--- src/rtl/ntt_pkg.sv ---
// Shared types and constants for the NTT/INTT core: sizes, scheduler states,
// the in-flight write-back tag and the tag address-conflict test.
package ntt_pkg;

    localparam int N      = 256;
    localparam int LOG_N  = 8;
    localparam int AW_DEF = 8;
    localparam int ZW_DEF = 7;

    typedef enum logic [1:0] {
        IDLE  = 2'd0,
        RUN   = 2'd1,
        DRAIN = 2'd2,
        DONE  = 2'd3
    } state_e;

    typedef struct packed {
        logic              valid;
        logic [AW_DEF-1:0] up;
        logic [AW_DEF-1:0] dn;
        logic              last;
    } tag_t;

    // True when a valid tag touches either address of the incoming pair
    function automatic logic tag_hit(input tag_t t, input logic [AW_DEF-1:0] a,
                                     input logic [AW_DEF-1:0] b);
        logic match;
        match = (t.up == a) | (t.up == b) | (t.dn == a) | (t.dn == b);
        return t.valid & match;
    endfunction

endpackage

--- src/rtl/ntt_tag_pipe.sv ---
// LAT-deep free-running shift register of write-back tags; never stalls,
// exposes the oldest tag, an any-valid flag and every stage for hazard compares.
module ntt_tag_pipe
    import ntt_pkg::*;
#(
    parameter int LAT = 4
) (
    input  logic               clk,
    input  logic               rst_n,
    input  tag_t               tag_in,
    output tag_t               tag_out,
    output logic               any_valid,
    output tag_t [LAT-1:0]     tags
);

    tag_t [LAT-1:0] tags_q;
    tag_t [LAT-1:0] tags_d;
    logic           any_valid_s;

    // Shift every stage by one; stage 0 takes the newly accepted pair
    always_comb begin
        tags_d    = tags_q;
        tags_d[0] = tag_in;
        for (int i = 1; i < LAT; i++) begin
            tags_d[i] = tags_q[i-1];
        end
    end

    // Reduce the stage valid bits so the scheduler knows when it has drained
    always_comb begin
        any_valid_s = 1'b0;
        for (int i = 0; i < LAT; i++) begin
            any_valid_s = any_valid_s | tags_q[i].valid;
        end
    end

    // Tag storage
    always_ff @(posedge clk or negedge rst_n) begin
        if (!rst_n) begin
            tags_q <= '0;
        end else begin
            tags_q <= tags_d;
        end
    end

    assign tag_out   = tags_q[LAT-1];
    assign any_valid = any_valid_s;
    assign tags      = tags_q;

endmodule

--- src/rtl/ntt_wb_sched.sv ---
// NTT read/write-back scheduler: issues RAM reads for addrgen pairs, the matching
// writes LAT cycles later, and o_done after the last write. Hazard monitor: NTT_WB_HAZARD_CHK_EN.
module ntt_wb_sched
    import ntt_pkg::*;
#(
    parameter int LAT = 4,
    parameter int AW  = AW_DEF,
    parameter int ZW  = ZW_DEF
) (
    input  logic          clk,
    input  logic          rst_n,
    input  logic          in_active,
    input  logic [AW-1:0] in_addr_up,
    input  logic [AW-1:0] in_addr_dn,
    input  logic [ZW-1:0] in_zeta_idx,
    input  logic          in_last_stage,
    input  logic          in_done,
    input  logic          in_sel,
    output logic          rd_en,
    output logic [AW-1:0] rd_addr_a,
    output logic [AW-1:0] rd_addr_b,
    output logic [ZW-1:0] zeta_idx,
    output logic          wr_en,
    output logic [AW-1:0] wr_addr_a,
    output logic [AW-1:0] wr_addr_b,
    output logic          scale_en,
    output logic          mode,
    output logic          busy,
    output logic          o_done,
    output logic          err_overlap,
    output logic          hazard,
    output logic [7:0]    hazard_cnt
);

    state_e         state_q, state_d;
    logic           done_pend_q, done_pend_d;
    logic           mode_q, mode_d;
    logic           err_q, err_d;
    logic           busy_q, busy_d;
    logic           o_done_q, o_done_d;
    logic           rd_en_q, rd_en_d;
    logic [AW-1:0]  rd_addr_a_q, rd_addr_a_d;
    logic [AW-1:0]  rd_addr_b_q, rd_addr_b_d;
    logic [ZW-1:0]  zeta_q, zeta_d;
    logic           wr_en_q, wr_en_d;
    logic [AW-1:0]  wr_addr_a_q, wr_addr_a_d;
    logic [AW-1:0]  wr_addr_b_q, wr_addr_b_d;
    logic           scale_q, scale_d;

    tag_t           tag_in_s;
    tag_t           tag_out_s;
    tag_t [LAT-1:0] tags_s;
    logic           any_valid_s;

    assign tag_in_s = '{valid: in_active,
                        up:    AW_DEF'(in_addr_up),
                        dn:    AW_DEF'(in_addr_dn),
                        last:  in_last_stage};

    ntt_tag_pipe #(.LAT(LAT)) u_tag_pipe (
        .clk       (clk),
        .rst_n     (rst_n),
        .tag_in    (tag_in_s),
        .tag_out   (tag_out_s),
        .any_valid (any_valid_s),
        .tags      (tags_s)
    );

    // Run control; a pair arriving while draining restarts the run and flags the overlap
    always_comb begin
        state_d     = state_q;
        done_pend_d = done_pend_q;
        mode_d      = mode_q;
        err_d       = err_q;
        case (state_q)
            IDLE: begin
                if (in_active) begin
                    state_d     = RUN;
                    mode_d      = in_sel;
                    done_pend_d = in_done;
                end else if (in_done) begin
                    state_d = DONE;
                end else begin
                    state_d = IDLE;
                end
            end
            RUN: begin
                if ((in_done || done_pend_q) && !in_active) begin
                    state_d     = DRAIN;
                    done_pend_d = 1'b0;
                end else begin
                    state_d     = RUN;
                    done_pend_d = done_pend_q | in_done;
                end
            end
            DRAIN: begin
                if (in_active) begin
                    state_d     = RUN;
                    err_d       = 1'b1;
                    done_pend_d = in_done;
                end else if (!any_valid_s) begin
                    state_d = DONE;
                end else begin
                    state_d = DRAIN;
                end
            end
            DONE: begin
                if (in_active) begin
                    state_d     = RUN;
                    err_d       = 1'b1;
                    done_pend_d = in_done;
                end else begin
                    state_d = IDLE;
                end
            end
            default: begin
                state_d     = IDLE;
                done_pend_d = 1'b0;
            end
        endcase
        busy_d   = (state_d != IDLE);
        o_done_d = (state_d == DONE);
    end

    // Read and write strobes; addresses hold while their strobe is low
    always_comb begin
        rd_en_d     = in_active;
        rd_addr_a_d = in_active ? in_addr_up : rd_addr_a_q;
        rd_addr_b_d = in_active ? in_addr_dn : rd_addr_b_q;
        zeta_d      = in_active ? in_zeta_idx : zeta_q;
        wr_en_d     = tag_out_s.valid;
        wr_addr_a_d = tag_out_s.valid ? AW'(tag_out_s.up) : wr_addr_a_q;
        wr_addr_b_d = tag_out_s.valid ? AW'(tag_out_s.dn) : wr_addr_b_q;
        scale_d     = tag_out_s.valid & tag_out_s.last & mode_q;
    end

    // FSM state and all registered outputs
    always_ff @(posedge clk or negedge rst_n) begin
        if (!rst_n) begin
            state_q     <= IDLE;
            done_pend_q <= 1'b0;
            mode_q      <= 1'b0;
            err_q       <= 1'b0;
            busy_q      <= 1'b0;
            o_done_q    <= 1'b0;
            rd_en_q     <= 1'b0;
            rd_addr_a_q <= '0;
            rd_addr_b_q <= '0;
            zeta_q      <= '0;
            wr_en_q     <= 1'b0;
            wr_addr_a_q <= '0;
            wr_addr_b_q <= '0;
            scale_q     <= 1'b0;
        end else begin
            state_q     <= state_d;
            done_pend_q <= done_pend_d;
            mode_q      <= mode_d;
            err_q       <= err_d;
            busy_q      <= busy_d;
            o_done_q    <= o_done_d;
            rd_en_q     <= rd_en_d;
            rd_addr_a_q <= rd_addr_a_d;
            rd_addr_b_q <= rd_addr_b_d;
            zeta_q      <= zeta_d;
            wr_en_q     <= wr_en_d;
            wr_addr_a_q <= wr_addr_a_d;
            wr_addr_b_q <= wr_addr_b_d;
            scale_q     <= scale_d;
        end
    end

`ifdef NTT_WB_HAZARD_CHK_EN
    logic       hit_s;
    logic       hazard_q, hazard_d;
    logic [7:0] hcnt_q, hcnt_d;

    // Cross-compare the accepted pair against every in-flight tag; count saturates
    always_comb begin
        hit_s = 1'b0;
        for (int i = 0; i < LAT; i++) begin
            hit_s = hit_s | tag_hit(tags_s[i], AW_DEF'(in_addr_up), AW_DEF'(in_addr_dn));
        end
        hit_s    = hit_s & in_active;
        hazard_d = hazard_q | hit_s;
        if (hit_s && (hcnt_q != 8'hFF)) begin
            hcnt_d = hcnt_q + 8'd1;
        end else begin
            hcnt_d = hcnt_q;
        end
    end

    // Hazard flag and counter, cleared only by reset
    always_ff @(posedge clk or negedge rst_n) begin
        if (!rst_n) begin
            hazard_q <= 1'b0;
            hcnt_q   <= 8'd0;
        end else begin
            hazard_q <= hazard_d;
            hcnt_q   <= hcnt_d;
        end
    end

    assign hazard     = hazard_q;
    assign hazard_cnt = hcnt_q;
`else
    logic unused_tags_s;
    assign unused_tags_s = ^tags_s;
    assign hazard        = 1'b0;
    assign hazard_cnt    = 8'd0;
`endif

    assign rd_en       = rd_en_q;
    assign rd_addr_a   = rd_addr_a_q;
    assign rd_addr_b   = rd_addr_b_q;
    assign zeta_idx    = zeta_q;
    assign wr_en       = wr_en_q;
    assign wr_addr_a   = wr_addr_a_q;
    assign wr_addr_b   = wr_addr_b_q;
    assign scale_en    = scale_q;
    assign mode        = mode_q;
    assign busy        = busy_q;
    assign o_done      = o_done_q;
    assign err_overlap = err_q;

endmodule

--- config.mk ---
export PLATFORM = sky130hd
export DESIGN_NAME = ntt_wb_sched
export DESIGN_NICKNAME = d
export VERILOG_FILES = /design/src/rtl/ntt_pkg.sv /design/src/rtl/ntt_tag_pipe.sv /design/src/rtl/ntt_wb_sched.sv
export SDC_FILE = /design/constraint.sdc
export NUM_CORES = 1
export LEC_CHECK = 0
export CAP_MARGIN = 20
export CORE_MARGIN = 2
export CORE_UTILIZATION = 45
export CTS_CLUSTER_SIZE = 25
export DETAILED_ROUTE_END_ITERATION = 12
export DONT_BUFFER_PORTS = 1
export SYNTH_ARGS = -nofsm -noshare
export SYNTH_HDL_FRONTEND = slang
export SYNTH_HIERARCHICAL = 1
export SYNTH_SLANG_ARGS = --single-unit
--- constraint.sdc ---
create_clock -name clk -period 1.3 [get_ports clk]
set_input_delay 0.13 -clock clk [delete_from_list [all_inputs] [get_ports clk]]
set_output_delay 0.13 -clock clk [all_outputs]
set_load 0.005 [all_outputs]
== Word-level counts from Yosys, hierarchy flattened ==
Index checks and enable logic that the tools add are counted.
W data, S select, Z words.

* Flip-flop bits (word level): 120

* Mux-type cells: 10
* Reduce and logical (&&, ||, !) cells: 9
* Equal/unequal tests: 5
* Bitwise operators: 6

{| class="wikitable"
|+ Operator list
! kind !! number
|-
| $mux W2 || 4
|-
| $pmux W2 S4 || 1
|-
| $eq A2 B2 Y1 const B || 3
|-
| $mux W1 || 4
|-
| $or A1 B1 Y1 || 4
|-
| $reduce_and A2 Y1 || 2
|-
| $reduce_or A3 Y1 || 1
|-
| $and A1 B1 Y1 || 2
|-
| $eq A2 B1 Y1 const B || 1
|-
| $logic_not A2 Y1 || 1
|-
| $ne A2 B1 Y1 const B || 1
|-
| $pmux W1 S2 || 1
|-
| $reduce_bool A2 Y1 || 1
|-
| $reduce_or A2 Y1 || 1
|-
| $logic_and A1 B1 Y1 || 1
|-
| $logic_not A1 Y1 || 1
|-
| $logic_or A1 B1 Y1 || 1
|}

== Logic depth before layout (Yosys ltp) ==
* Depth after elaboration: 7
* Gate-level depth with buffers: 4

== Modules after synthesis ==
Netlist, hierarchy kept.

{| class="wikitable"
|+ By module, submodules not included
! module !! area an instance (um2) !! cells each !! seq. area each (um2) !! instances
|-
| ntt_tag_pipe || 1944.4 || 91 || 1801.7 || 1
|-
| ntt_wb_sched || 1920.6 || 125 || 1226.2 || 1
|}

== Worst setup path before layout ==
No wires, ideal clock.

* Kind: reg2reg
* Start point: reg u_tag_pipe.tags_q, in the netlist u_tag_pipe/tag_out[17]
* End point: reg o_done_q, in the netlist o_done
* Cell stages (with the launch flop): 4
* Data required time: 1.227 ns
* Arrival: 1.279 ns
* Buffers on the path: 0
* Setup slack: -0.052 ns
* Period minus slack after synthesis: 1.352 ns
* Cell sequence: dfrtp_1 > or4_1 > a211oi_1 > nor2b_1

* Word-level cells in the longest chain between the ends: 5

{| class="wikitable"
|+ Ends and longest elaborated chain
! item !! line !! RTL
|-
| start, declared || ntt_tag_pipe.sv:16 || <nowiki>tag_t [LAT-1:0] tags_q;</nowiki>
|-
| start signal, assigned || ntt_tag_pipe.sv:42 || <nowiki>tags_q <= tags_d;</nowiki>
|-
| $or A1 B1 Y1 || ntt_tag_pipe.sv:33 || <nowiki>any_valid_s = any_valid_s | tags_q[i].valid;</nowiki>
|-
| net any_valid_s || ntt_wb_sched.sv:53 || <nowiki>logic any_valid_s;</nowiki>
|-
| $mux W1 || ntt_wb_sched.sv:101 || <nowiki>end else if (!any_valid_s) begin</nowiki>
|-
| $mux W2 || ntt_wb_sched.sv:97 || <nowiki>if (in_active) begin</nowiki>
|-
| $pmux W2 S4 || ntt_wb_sched.sv:75 || <nowiki>case (state_q)</nowiki>
|-
| $eq A2 B2 Y1 || ntt_wb_sched.sv:122 || <nowiki>o_done_d = (state_d == DONE);</nowiki>
|-
| net o_done_d || ntt_wb_sched.sv:40 || <nowiki>logic o_done_q, o_done_d;</nowiki>
|-
| end signal, assigned || ntt_wb_sched.sv:160 || <nowiki>o_done_q <= o_done_d;</nowiki>
|-
| end, declared || ntt_wb_sched.sv:40 ||
|}

The timed path passes the listed nets, and every way through them passes these cells.
A chain may end at the register's enable or synchronous reset.

== Worst setup path in the final report ==
Ends and elaborated chain as after synthesis.

==> out/metrics.cfg <==
[synth]
ys_warn_count = 6
syn_inst = 198
syn_avg_cell_area_um2 = 18.8
syn_area_um2 = 3730

[place]
hpwl_um = 2730
dp_slack_ps = -7.67
dp.cells = 296
portBuffers = 0
routabilityCongestion = 0.664
dpl_cell_area_um2 = 3780

[floorplanning]
start_util = 0.459
io_pins = 84
die_w_um = 95.0
rows = 33
dieArea_um2 = 9030
die_h_um = 95.0
coreArea_um2 = 8130

[drt]
vias_per_cell = 4.55
drtIter0Drc = 77
ant_nets = 0
dr.pass1.iters = 4
post_drt_wl_per_cell_um = 14.6
drt_wl_total_um = 5150
drc = 0
num_vias = 1607

[pwr]
ir_worst_vdd_mv = 0.881
p_per_area_nw_per_um2 = 1980
power_mw = 9.22
p_leak_nw = 2.04

[worst_setup_path]
start_kind = flip-flop
slowest_delay_ps = 530
crit_start = u_tag_pipe/tag_out[17]$_DFF_PN0_
reg2reg_to = o_done$_DFF_PN0_
worst-path-buf-inv = 0
crit-reg2reg-launch = u_tag_pipe/tag_out[17]$_DFF_PN0_
end_kind = flip-flop
cp.required_ps = 1730
worstRegToRegCells = 3
crit_fanout = 2
path_delay_family = simple AND/OR/NAND/NOR gates
path_cells = or4_4 > a211oi_2 > nor2b_1
path_class = flip-flop to flip-flop
critPathArrivalTime_ps = 1730
ff2ff_setup_slack_ps = -0.9
slowest_stage = or4_4

[layout]
antenna_cells = 0
postLayoutCellArea_um2 = 4650
layout-drive-gt1-share = 0.302
nNetsFinal = 264
multi_input_area_um2 = 616
fin_util = 0.572
fillers = 612
fin_cells = 353
syn_to_final_growth_pct = 24.7
seq_area_um2 = 3030

[clock_network]
cts_tree = done
clk_latency_ps = 490
root_buffer = clkbuf_8
clkTransAtPathRegs_ps = 60
cts_made_buffers = 17
clkSinkCount = 121
clk_path_buf_depth = 2
holdBufCountCts = 25
htreeDepth = 4

[global_routing]
first_global_vias = 1739
grt_pass1_wl_um = 8460
grtUsageTotal = 0.131
antenna_found_initial = 0
gr-total-overflow = 0
grt_max_degree = 122

[sta]
setup_ws_ps = -0.932
hold_slack_ps = -666
clock_skew_ps = 5.05
hold_viol = 153
period_minus_slack_ps = 1300
slew_viol_final = 0
finalCritPeriodShare = 1.00
setup_violations = 1
fin_setup_tns_ps = -0.932
rsz0062_at_grt = yes
fmax_ghz = 0.769

[hold_path]
hold_path.class = input pin to async pin

[run]
cap_viol_max_count = 0

[status]
outcome = finished, violations left
violations = negative hold slack, negative setup slack

[cells in the final DEF (no fill, tap or decap), types with 2 or more instances in the layout]
cell / n
bufinv_16: 4
clkbuf_16: 16
clkinv_4: 2
clkinvlp_4: 5
conb_1: 9
dfrtp_1: 121
dlygate4sd3_1: 25
inv_6: 2
mux2_2: 39
nand2_1: 2
o21ai_0: 3
[final cells by class]
cell class / count / area share
repair buffers: 26 / 0.0554
well taps: 105 / 0.0282
multi-input cells: 68 / 0.132
inverters: 1 / 0.000807
clock inverters: 14 / 0.0425
clock buffers: 18 / 0.0898
flip-flops and latches: 121 / 0.651
[report_power, final]
group	total, mW	switching (mW)	internal [mW]
logic	0.278	0.0809	0.197
clock network	4.75	1.62	3.12
registers	4.20	0.161	4.04
[worst register-to-register path: cells and delay by family, from the launching register on]
| family | cells | cell delay (ps) |
|---|---|---|
| AND/OR/NAND/NOR | 2 | 670 |
| flip-flops | 1 | 370 |
| AO/OA/AOI/OAI | 1 | 190 |
[how the worst max path moves through the flow]
stage / to / slack, ps / depth (start not counted)
after floorplan: o_done$_DFF_PN0_ / 7 / 3
after global placement: o_done$_DFF_PN0_ / 6 / 3
after detailed placement: o_done$_DFF_PN0_ / -8 / 3
after CTS: o_done$_DFF_PN0_ / -20 / 3
after global routing: o_done$_DFF_PN0_ / -90 / 3
final: o_done$_DFF_PN0_ / -0.9 / 3
[flip-flops by register name, indices dropped and copies added (netlist names)]
register,cells
busy,1
done_pend_q,1
err_overlap,1
mode,1
o_done,1
rd_addr_a,8
rd_addr_b,8
rd_en,1
scale_en,1
state_q,2
u_tag_pipe/tag_out,18
u_tag_pipe/tags,54
wr_addr_a,8
wr_addr_b,8
wr_en,1
zeta_idx,7
[layer usage]
layer,GRT usage,vias to the layer above,wire (um)
met5,0,-,0
met4,0.0761,0,53
met3,0.0601,4,241
met2,0.184,50,2610
met1,0.167,829,2250
li1,-,724,-
[what timing repair did]
item                                    in CTS  in global routing
setup buffers                                0                  0
pin swaps                                    0                  1
gates resized for setup                      0                  1
endpoints found under the setup margin       1                  2
endpoints found under the hold margin      170                153
No activity file was read; power rests on OpenSTA's default activity.
==> RTL change (same flow settings) <==
The 4 states of `state_e` get a Gray code encoding in 2 bits.
--- a/src/rtl/ntt_pkg.sv
+++ b/src/rtl/ntt_pkg.sv
@@ -8,10 +8,10 @@
     localparam int ZW_DEF = 7;
 
     typedef enum logic [1:0] {
-        IDLE  = 2'd0,
-        RUN   = 2'd1,
-        DRAIN = 2'd2,
-        DONE  = 2'd3
+        IDLE  = 2'b00,
+        RUN   = 2'b01,
+        DRAIN = 2'b11,
+        DONE  = 2'b10
     } state_e;
 
     typedef struct packed {
Function: same outputs for any inputs over 10 cycles, from zero or initial values and one cycle with rst_n low; not proved beyond that.
==> RTL change against the original RTL <==
  * The flow still finishes with violations (hold timing, setup timing)
  * Non-clock buffer count increased by 6
  * Sequential cell count stayed put
  * First-iteration DRC count is 3.9% lower
  * Design area rose by 1.7%
  * Total power up 1.6%
  * Area after synthesis down 0.34%
  * Hold slack lost 5.0 ps
  * Worst setup slack got worse by 23 ps
  * Routed wire length is 9.0% higher
  * Highest routed layer unchanged
==> RTL change: results (changes against the original RTL) <==
[grt]
use_met2_pct = 23.3  ; +4.8 points
grtUsageMet3_pct = 6.78  ; +0.78 points
grt_pass1_vias = 1908  ; +9.7%
grt_pass1_wl_mm = 9.25  ; +9.3%
grt_use_total_pct = 14.2  ; +1.1 points

[sta]
whs_ps = -671  ; -5.02 ps
fin_skew_ps = 3.99  ; -1.06 ps
worst_slack_ps = -24.2  ; -23.3 ps
setup_viol = 1  ; unchanged
hold_viol = 121  ; -21%

[critical_path]
crit_path_start = u_tag_pipe/tags[17]$_DFF_PN0_
reg2reg_slack_ps = -20  ; -20 ps
arrival_ps = 1700  ; -30 ps

[final_layout]
num-fill-cells = 633  ; +3.4%
drive_gt1_share_pct = 30.4  ; +0.19 points
nets = 269  ; +1.9%

[route]
via_per_inst = 4.61  ; +1.2%
via_count = 1649  ; +2.6%
drt_iter0_markers = 74  ; -3.9%
wirelength_mm = 5.62  ; +9.0%

[yosys]
synth_cells = 195  ; -1.5%

[clock_tree]
cts_hold_buffers = 28  ; +12%

[power_and_ir_drop]
power_leakage_nw = 2.09  ; +2.0%

[place]
dp.cells = 297  ; +0.34%

[status]
outcome = finished with violations
violations = hold timing, setup timing

==> RTL change: per-stage QoR <==
step                      total power, mW  util [%]  TNS, ps  instance area, µm²  hold slack (ps)
after floorplan                      4.40         -        0                3750             -166
after global placement               4.42      46.8    -3.88                3790             -163
after detailed placement             4.45      46.8    -73.9                3790             -163
after CTS                            9.49      58.5    -25.1                4730             -705
after global routing                 9.75      58.5    -94.0                4730             -712
final                                9.37      58.5    -24.2                4730             -671
==> RTL change: cell type report <==
class	instances	area, µm²	share of cell area, %
Clock buffer	20	435	9.20
Clock inverter	12	196	4.15
Multi-Input combinational cell	68	621	13.1
Sequential cell	121	3030	64.0
Tap cell	105	131	2.78
Timing Repair Buffer	32	320	6.77
==> RTL change: timing repair <==
item	in CTS	in global routing
pin swaps	2	0
setup buffers	1	0
endpoints found under the setup margin	2	2
resized for setup	2	0
endpoints found under the hold margin	170	121
==> RTL change: power by group through the flow <==
stage | clock network [mW] | registers (mW) | logic (mW)
after detailed placement | 0 | 4.25 | 0.206
final | 4.89 | 4.18 | 0.305
after floorplan | 0 | 4.19 | 0.208
after CTS | 5.00 | 4.18 | 0.311
after global placement | 0 | 4.23 | 0.190
after global routing | 5.21 | 4.21 | 0.337
==> RTL change: worst paths after layout <==
check                                                      to  depth (start not counted)
min in group clk                 u_tag_pipe/tags[0]$_DFF_PN0_                          1
worst max register to register           state_q[0]$_DFF_PN0_                          3
worst max-delay path                     state_q[0]$_DFF_PN0_                          3
worst min register to register  u_tag_pipe/tags[36]$_DFF_PN0_                          0
max in group asynchronous        u_tag_pipe/tags[5]$_DFF_PN0_                          0
worst min-delay path                  zeta_idx[0]$_DFFE_PN0P_                          0
==> RTL change: layer usage <==
| metal | vias up | wire length (µm) | share of wire (%) |
|---|---|---|---|
| met2 | 46 | 3100 | 55 |
| li1 | 726 | - | - |
| met5 | - | 0 | 0 |
| met1 | 871 | 2150 | 38 |
| met3 | 6 | 307 | 5.5 |
| met4 | 0 | 62 | 1.1 |
==> RTL change: critical path, stage by stage, from the launching register on <==
cell and delay [ps]:
dfrtp_1 370, or4_4 540, nand2b_4 150, a21o_1 150
